===== src/rtl/cond_branch_unit.sv =====
// cond_branch_unit: NZCV flag register plus conditional-branch resolver that
// stalls a request until every issued compare has written back its flags.
module cond_branch_unit #(
    parameter int CNT_W = 3,
    parameter int PC_W  = 32
) (
    input  logic            clk,
    input  logic            rst,
    input  logic [3:0]      flag_in,
    input  logic            flag_we,
    input  logic            flag_pend,
    output logic            pend_full,
    output logic [3:0]      flag_out,
    input  logic            req_valid,
    output logic            req_ready,
    input  logic [3:0]      req_cond,
    input  logic [PC_W-1:0] req_pc,
    input  logic [PC_W-1:0] req_off,
    output logic            resp_valid,
    input  logic            resp_ready,
    output logic            resp_taken,
    output logic [PC_W-1:0] resp_target
);
    typedef enum logic [1:0] {IDLE, WAIT, RESP} state_e;

    localparam logic [CNT_W-1:0] CNT_MAX = '1;

    state_e          state_q, state_d;
    logic [3:0]      flag_q, flag_d, cond_q, cond_d, eff_flags;
    logic [CNT_W-1:0] cnt_q, cnt_d;
    logic [PC_W-1:0] pc_q, pc_d, off_q, off_d, target_q, target_d;
    logic            taken_q, taken_d;
    logic            n, z, c, v;
    logic [15:0]     truth;

    assign pend_full   = cnt_q == CNT_MAX;
    assign flag_out    = flag_q;
    assign req_ready   = state_q == IDLE && !rst;
    assign resp_valid  = state_q == RESP;
    assign resp_taken  = taken_q;
    assign resp_target = target_q;

    always_comb begin
        eff_flags = flag_we ? flag_in : flag_q;
        {n, z, c, v} = eff_flags;
        // bit i is the outcome of condition code i
        truth = {1'b0, 1'b1, z | (n ^ v), !z & !(n ^ v), n ^ v, !(n ^ v), !c | z, c & !z,
                 !v, v, !n, n, !c, c, !z, z};
        flag_d = eff_flags;
        cnt_d = (flag_pend && !flag_we && !pend_full) ? cnt_q + CNT_W'(1) :
                (flag_we && !flag_pend && cnt_q != '0) ? cnt_q - CNT_W'(1) : cnt_q;
        state_d  = state_q;
        cond_d   = cond_q;
        pc_d     = pc_q;
        off_d    = off_q;
        taken_d  = taken_q;
        target_d = target_q;
        if (state_q == IDLE && req_valid) begin
            state_d = WAIT;
            cond_d  = req_cond;
            pc_d    = req_pc;
            off_d   = req_off;
        end else if (state_q == WAIT && cnt_d == '0) begin
            state_d  = RESP;
            taken_d  = truth[cond_q];
            target_d = pc_q + (truth[cond_q] ? off_q : PC_W'(4));
        end else if (state_q == RESP && resp_ready) begin
            state_d = IDLE;
        end
    end

    always_ff @(posedge clk) begin
        if (rst) begin
            state_q  <= IDLE;
            flag_q   <= '0;
            cnt_q    <= '0;
            cond_q   <= '0;
            pc_q     <= '0;
            off_q    <= '0;
            taken_q  <= 1'b0;
            target_q <= '0;
        end else begin
            state_q  <= state_d;
            flag_q   <= flag_d;
            cnt_q    <= cnt_d;
            cond_q   <= cond_d;
            pc_q     <= pc_d;
            off_q    <= off_d;
            taken_q  <= taken_d;
            target_q <= target_d;
        end
    end
endmodule


===== config.mk =====
export PLATFORM = sky130hd
export DESIGN_NAME = cond_branch_unit
export DESIGN_NICKNAME = d
export VERILOG_FILES = /design/src/rtl/cond_branch_unit.sv
export SDC_FILE = /design/constraint.sdc
export NUM_CORES = 1
export LEC_CHECK = 0
export ABC_AREA = 1
export CAP_MARGIN = 40
export CORE_ASPECT_RATIO = 0.9
export CORE_MARGIN = 4
export CORE_UTILIZATION = 30
export DETAILED_ROUTE_END_ITERATION = 12
export SLEW_MARGIN = 20
export SYNTH_ARGS = -nofsm -noshare
export SYNTH_HDL_FRONTEND = slang
export SYNTH_SLANG_ARGS = --single-unit

===== constraint.sdc =====
create_clock -name clk -period 8.3 [get_ports clk]
set_input_delay 1.66 -clock clk [delete_from_list [all_inputs] [get_ports clk]]
set_output_delay 1.66 -clock clk [all_outputs]
set_load 0.01 [all_outputs]

Yosys cells after proc, flatten, opt, wreduce, memory -nomap -nowiden
Index checks and enable logic that the tools add are counted.
W data, S select, Z words.

operators by class
  order comparisons = 1
  bitwise gates (word level) = 6
  eq/ne operators = 3
  mux-type cells = 9
  add/sub/neg operators = 3
  reduce and logical (&&, ||, !) cells = 24

operators by type and width
  operator               number
  $add A32 B32 Y32       1
  $mux W32               1
  $logic_not A1 Y1       9
  $logic_and A1 B1 Y1    8
  $mux W3                2
  $reduce_bool A3 Y1     2
  $lt A4 B5 Y1 const B   1
  $bmux W1 S4            1
  $mux W2                2
  $mux W4                1
  $add A3 B1 Y3 const B  1
  $eq A3 B3 Y1 const B   1
  $logic_not A3 Y1       1
  $sub A3 B1 Y3 const B  1
  $and A1 B1 Y1          2
  $eq A2 B1 Y1 const B   1
  $eq A2 B2 Y1 const B   1
  $logic_not A2 Y1       1
  $mux W1                2
  $or A1 B1 Y1           2
  $reduce_and A2 Y1      1
  $reduce_bool A2 Y1     1
  $reduce_or A2 Y1       1
  $not A1 Y1             1
  $xor A1 B1 Y1          1

storage, ports and cells
  bits in registers = 110

Depth between registers and ports, before layout
  word-level depth = 9
  mapped depth = 27
  gate-level depth less buffers = 25

Least setup slack after synthesis
Ideal clock, no wire load.

  kind = input port to flip-flop
  start point = in flag_we
  end point = reg target_q[18], in the netlist resp_target[18]
  setup slack = 3.911 ns
  library setup time = 0.113 ns
  buffers on the path = 2
  data arrival time = 4.276 ns
  stages = 21
  data required time = 8.187 ns
  cells stage by stage = buf_6 > inv_4 > nand2_1 > and2_1 > nand2_1 > nand3_1 > nand2_1 > nand3_1 > nand2_1 > buf_2 > nor2_1 > ha_1 > fa_1 > nand3_1 > nand2_1 > a21oi_1 > o21ai_0 > a21oi_1 > xnor2_1 > o21ai_1 > inv_1

on the way
  longest elaborated chain between the ends = 8
  elaborated cells on any way between the ends = 25

ends and longest elaborated chain
  item                           RTL line  source
  start, declared                10        input logic flag_we,
  $mux W4                        44        eff_flags = flag_we ? flag_in : flag_q;
  $xor A1 B1 Y1                  47        truth = {1'b0, 1'b1, z | (n ^ v), !z & !(n ^ v), n ^ v, !(n ^ v), !c | z, c & !z,
  $logic_not A1 Y1               47
  $and A1 B1 Y1                  47
  $bmux W1 S4                    66        target_d = pc_q + (truth[cond_q] ? off_q : PC_W'(4));
  $mux W1 (implied by the code)  66
  $mux W32                       66
  $add A32 B32 Y32               66
  end signal, assigned           90        target_q <= target_d;
  end, declared                  31        logic [PC_W-1:0] pc_q, pc_d, off_q, off_d, target_q, target_d;

Parallel ways exist; a longest one is shown, timed or not. The select of a mux whose other input is x is not followed.
A chain may end at the register's enable or synchronous reset.

Worst setup path after layout
Same ends and word-level chain as after synthesis.

==> summary.md <==
| Metric | Value |
|---|---|
| Met2 usage | `0.228` |
| Root Buffer | `clkbuf_16` |
| Die width | `roughly 160 um` |
| Gp weighted congestion | `around 0.9` |
| Largest family of logic cells by synthesized area | `simple AND/OR/NAND/NOR gates` |
| Final setup viols | `0` |
| Most frequent cells in the layout | `178 x nor2_1, 117 x clkdlybuf4s50_1, 110 x nand2_1, 110 x dfxtp_1, 107 x inv_1` |
| Slew HR | `0.527` |
| Die Y | `roughly 140 um` |
| CTS buffer count | `9` |
| Post-route DRC violation count | `0` |
| NetSw | `slightly below 0.5 mW` |
| WS Path Type | `input port to register` |
| Mean Syn Cell Area | `roughly 6.8 um^2` |
| Rows | `just under 50` |
| Via density | `4.61` |
| Share of cells above drive strength 1 | `0.0322` |
| DR vias | `a little under 6000` |
| YS warnings | `0` |
| CP Max Fanout | `32` |
| Total track usage | `0.152` |
| Post-synthesis mux area share | `0` |
| Number of H-tree levels | `3` |
| Area of the core | `roughly 0.02 mm^2` |
| Worst path bufs/invs | `4` |
| Ports | `118` |
| Syn Inst Count | `between 800 and 900` |
| DR iter-0 viols | `321` |
| Simple-gate share of the synthesized area | `0.226` |
| Pleak | `approximately 3.4 nW` |
| Post-DP HPWL | `13000 um` |
| Final clock period utilization by the worst path | `0.608` |
| Initial antenna violation count | `0` |
| PwrDens | `201 mW/mm^2` |
| Most used routing layer | `met2` |
| TritonCTS clock tree | `done` |
| CP Launch Type | `input port` |
| Clock transition at path regs | `0.07 ns` |
| Placed instance area | `around 0.0074 mm^2` |
| Post-Synth XOR/XNOR Area | `0.0330` |
| Compound-cell area share of the yosys netlist | `0.205` |
| Hold WC Path Type | `register to register` |
| Post-synthesis sequential area ratio | `0.363` |
| Part of the power in registers | `0.396` |
| Worst path most repeated cell | `nand2_1` |
| # resized after CTS | `0` |
| Gr ovfl total | `0` |
| Final WL | `16800 um` |
| First-pass GRT wire length | `roughly 28000 um` |
| Worst slew pin tran | `between 0.7 and 0.8 ns` |
| Final Cell Area | `~0.008 mm^2` |
| Antenna cell count | `0` |
| DRT antenna net count | `0` |
| Tmin final | `just over 5 ns` |
| Distinct cells, synth | `35` |
| Status | `finished, final reports clean` |
| Post-Syn Area | `~0.0061 mm^2` |
| Comb pwr share | `0.282` |
| RSZ-0062 raised after global routing | `no` |
| Seq cells post-synth | `110` |
| Starting Density | `0.305` |
| Clock Tree Buf Depth | `2` |
| Fin. Hold Viols | `0` |
| Largest net degree at the start of global routing | `around 110` |
| Internal power | `1.08 mW` |
| Critical path's largest stage delay | `approximately 0.6 ns` |
| Nets | `around 1100` |
| Max Slew Vio Count | `0` |
| Top delay family on crit path | `buffers and inverters` |
| Buffers added on ports | `117` |
| Avg WL per Cell | `13.5 um` |
| Switching share of power | `0.313` |
| Clk pwr share | `0.323` |
| Clock Latency Late Sink | `approximately 0.36 ns` |
| Worst Path Required | `between 8 and 9 ns` |
| Max_cap viols | `0` |
| Peak supply drop | `a little under 0.1 mV` |
| CTS sink cnt | `110` |
| Met1 Resource Use GR | `0.224` |
| Post-CTS Repair Setup Buffers | `0` |
| P&R area growth vs syn | `28.8%` |
| Filler instances | `roughly 2100` |
| Synth Net Count | `1006` |
| DRT Pass-1 Iters | `5` |
| Crit. End Element | `register` |
| Post-synthesis adder-cell area fraction | `0.0775` |
| Peak Freq | `~200 MHz` |
| Full die area | `~0.023 mm^2` |
| Crit-path cells | `clkdlybuf4s50_1 -> inv_4 -> nand2_1 -> and2_1 -> nand2_1 -> nand3_1 -> nand2_1 -> nand3_1 -> nand2_1 -> buf_4 -> nor2_1 -> ha_1 -> fa_1 -> nand3_1 -> nand2_1 -> a21oi_1 -> o21ai_0 -> a21oi_1 -> xnor2_1 -> o21ai_1 -> inv_1` |
| Critical-path top delay cell | `clkdlybuf4s50_1` |
| Worst clock skew | `around 0.013 ns` |
| Met3 Resource Use GR | `0.0358` |
| Setup TNS | `0 ns` |
| Commonest non-fill, non-tap cell in the layout | `nor2_1` |
| Cts hold-fix bufs | `0` |
| Number of global-route vias before repair | `roughly 5500` |
| Worst path arrival time | `~5.3 ns` |
-- kinds of logic (layout without fill, tap and decap cells) --
kind of cell               count (synthesis)  after routing
and+or+nand+nor                          339            339
buffers and inverters                    145            249
xor gates and xnor gates                  22             22
DFF                                      110            110
adders and majority gates                 37             37
AOI/OAI and AO/OA                        238            238
-- synthesized netlist by cell type --
cell	count	share of area
clkinv_1	1	0.00062
buf_2	4	0.0033
nor2_4	1	0.0019
nand3b_2	1	0.0019
a21o_1	8	0.0099
inv_1	108	0.067
nor2_2	1	0.0010
o21ai_1	13	0.011
nand2_1	110	0.068
buf_6	2	0.0037
a21boi_0	2	0.0025
o21ai_0	106	0.087
xnor2_1	14	0.020
a31oi_1	2	0.0021
nand3_2	1	0.0016
fa_1	1	0.0033
o21bai_1	3	0.0037
or2_2	1	0.0010
and2_1	1	0.0010
o211ai_1	5	0.0062
nand3_1	32	0.026
o21a_1	2	0.0025
nand2_2	2	0.0021
xor2_1	7	0.010
ha_1	36	0.074
clkbuf_1	25	0.015
a21oi_1	97	0.080
nand3b_1	1	0.0012
inv_4	1	0.0010
nand4_1	7	0.0072
nor3_1	3	0.0025
nor2_1	178	0.11
xor2_2	1	0.0027
dfxtp_1	110	0.36
buf_4	4	0.0049
-- per-stage QoR --
step	setup slack [ns]	hold slack (ns)	power (mW)	instances	util
global route	2.76	0.485	1.67	1250	0.392
finish	3.25	0.460	1.57	1250	0.392
detailed placement	2.91	0.453	1.07	1233	0.374
CTS	3.26	0.462	1.58	1249	0.391
floorplan	3.91	0.430	0.907	891	-
global placement	2.98	0.451	1.07	1233	0.374
-- tightest hold or removal path, cell delays in order (launching register included) --
cell and delay (ns):
dfxtp_1 0.30, inv_1 0.06, a21oi_1 0.06
-- sequential cells by signal (all words and copies together), names as in the netlist --
signal	flops
off_q	32
pc_q	32
resp_target	32
cond_q	4
flag_out	4
cnt_q	3
state_q	2
resp_taken	1
-- final timing paths --
| path | end | start | depth (start not counted) | slack (ns) |
|---|---|---|---|---|
| max | resp_target[18] | flag_we | 21 | 3.25 |
| min | off_q[29] | off_q[29] | 2 | 0.46 |
| max reg2reg | resp_target[18] | flag_out[2] | 20 | 4.91 |
| min reg2reg | off_q[29] | off_q[29] | 2 | 0.46 |
-- cell type report --
class | instances | area, um^2 | share of cell area
Clock buffer | 11 | 243 | 0.0311
Sequential cell | 110 | 2200 | 0.282
Clock inverter | 5 | 106 | 0.0136
Timing Repair Buffer | 123 | 1230 | 0.157
Tap cell | 255 | 319 | 0.0408
Multi-Input combinational cell | 636 | 3300 | 0.422
Inverter | 110 | 418 | 0.0535
-- per-layer routing --
layer | up-vias | share of wire
li1 | 3081 | -
met1 | 2543 | 0.53
met2 | 126 | 0.41
met3 | 12 | 0.051
met4 | 0 | 0.010
met5 | - | 0
-- power by group through the flow --
stage / Clock, mW / Sequential [mW] / Combinational, mW
global placement: 0 / 0.633 / 0.438
global route: 0.538 / 0.628 / 0.502
finish: 0.506 / 0.621 / 0.442
CTS: 0.517 / 0.621 / 0.443
floorplan: 0 / 0.635 / 0.273
detailed placement: 0 / 0.633 / 0.440
No activity file was read; power rests on OpenSTA's default activity.
==> variant, RTL diff (same flow settings) <==
Take the reset off `pc_q` and load it in a clocked block of its own.
--- a/src/rtl/cond_branch_unit.sv
+++ b/src/rtl/cond_branch_unit.sv
@@ -75,7 +75,6 @@
             flag_q   <= '0;
             cnt_q    <= '0;
             cond_q   <= '0;
-            pc_q     <= '0;
             off_q    <= '0;
             taken_q  <= 1'b0;
             target_q <= '0;
@@ -84,11 +83,14 @@
             flag_q   <= flag_d;
             cnt_q    <= cnt_d;
             cond_q   <= cond_d;
-            pc_q     <= pc_d;
             off_q    <= off_d;
             taken_q  <= taken_d;
             target_q <= target_d;
         end
     end
+
+    always_ff @(posedge clk) begin
+        pc_q <= pc_d;
+    end
 endmodule
 
Check against the original RTL: same outputs for any inputs over 4 cycles, from zero or initial values and one cycle with rst high; that may be too few to reach the edited logic, so the function may still have changed.
==> variant against the original RTL <==
- area after synthesis down 1.6%
- wire length down 4.4%
- final area down 1.4%
- count of clock-buffer cells in the layout up 2
- via count down 7.5%
- combinational power up 16%
- non-clock buffer count unchanged
- setup slack worse by 0.22 ns
- synthesized cell count down 10%
- global-route usage down 0.68 points
- fmax down 4.2%
- utilization up 0.50 points
- highest routed layer unchanged
- total power up 0.42%
- sequential cell count unchanged
==> variant: results (changes against the original RTL) <==
- Synth top area cells: dfxtp_1 (26%), edfxtp_1 (16%), nand2_1 (7.9%) (was dfxtp_1 (36%), nor2_1 (11%), o21ai_0 (8.7%))
- Number of flops mapped to enable cells by yosys: 32 (was 0)
- Outcome: finished clean (unchanged)
- Maximum number of pins on one net before global-route repair: 72 (was 106)
- Top post-synthesis cells by count: nand2_1 (125), nor2_1 (122), inv_1 (106) (was nor2_1 (178), dfxtp_1 (110), nand2_1 (110))
- Clk_lat worst skew: 0.36 ns (about the same)
- Register area share after synthesis: 42.2% (was 36.3%)
- First-pass GRT wire length: 25,700 um (was 27,600 um)
- Post-Synth XOR/XNOR Area: 3.23% (was 3.30%)
- Placer congestion estimate: 0.916 (was 0.890)
- Compound-Gate Fraction of Synth Area: 17.4% (was 20.5%)
- Number of global-route vias before repair: 5,016 (was 5,533)
- Pleak: 3.29 nW (was 3.38 nW)
- Share of cells above drive strength 1: 3.49% (was 3.22%)
- Synthesized Nets: 916 (was 1,006)
- Synthesized instance count: 801 (was 891)
- Dpl hpwl: 12,700 um (was 13,000 um)
- DR vias: 5,328 (was 5,762)
- GRT Overall Usage: 14.5% (was 15.2%)
- Via-to-Cell Ratio: 4.57 (was 4.61)
- Final #Nets: 1,026 (was 1,105)
- Final wirelength: 16,100 um (was 16,800 um)
- Delay-heaviest family, CP: simple AND/OR/NAND/NOR gates (was buffers and inverters)
- Critical path peak fanout: 10 (was 32)
- Fillcell total: 2,005 (was 2,137)
- Worst vdd ir: 0.0000988 V (was 0.0000960 V)
[variant: stage by stage]
stage	worst slack (ns)	total power, mW	hold slack [ns]	utilization, %
after floorplan	3.85	0.982	0.430	-
after global placement	2.31	1.17	0.444	38.1
after detailed placement	2.71	1.18	0.445	38.3
after CTS	3.07	1.59	0.456	39.7
after global routing	2.53	1.68	0.474	39.7
final	3.03	1.58	0.455	39.7
[variant: final cells by class]
class / instances / share of cell area (%)
inverter: 109 / 5.31
clock inverter: 3 / 0.244
timing repair buffer: 123 / 16.0
clock buffer: 13 / 3.38
tap: 250 / 4.06
sequential: 110 / 32.7
multi-input combinational: 558 / 38.3
[variant: path summary, 6_finish.rpt]
check | slack (ns) | cells after the start | to | startpoint
worst min-delay path | 0.45 | 2 | off_q[11] | off_q[11]
worst max-delay path | 3.03 | 21 | resp_target[22] | flag_we
worst min register to register | 0.45 | 2 | off_q[11] | off_q[11]
worst max register to register | 4.63 | 19 | resp_target[22] | cond_q[1]
[variant: kinds of logic after synthesis]
family	Yosys count
xor gates and xnor gates	22
AOI/OAI and AO/OA	195
DFF	110
adders and majority gates	37
buffers and inverters	133
and+or+nand+nor	304
[variant: tightest hold or removal path, stage by stage, from the launching register on]
cell and delay, ns:
dfxtp_1 0.30, inv_1 0.06, a21oi_1 0.05
[variant: power groups by stage]
stage          combinational [mW]  clock [mW]  sequential, mW
2_1_floorplan               0.313           0           0.669
3_3_place_gp                0.504           0           0.666
3_5_place_dp                0.513           0           0.667
4_1_cts                     0.515       0.423           0.655
5_1_grt                     0.577       0.445           0.662
6_report                    0.511       0.410           0.655
[variant: metal layers]
layer  part of all wire (%)  up-vias  global-route usage [%]
li1                       -     2848                       -
met1                     51     2325                    21.2
met2                     41      143                    21.4
met3                    6.6       12                    3.23
met4                    1.3        0                    4.20
met5                      0        -                       0
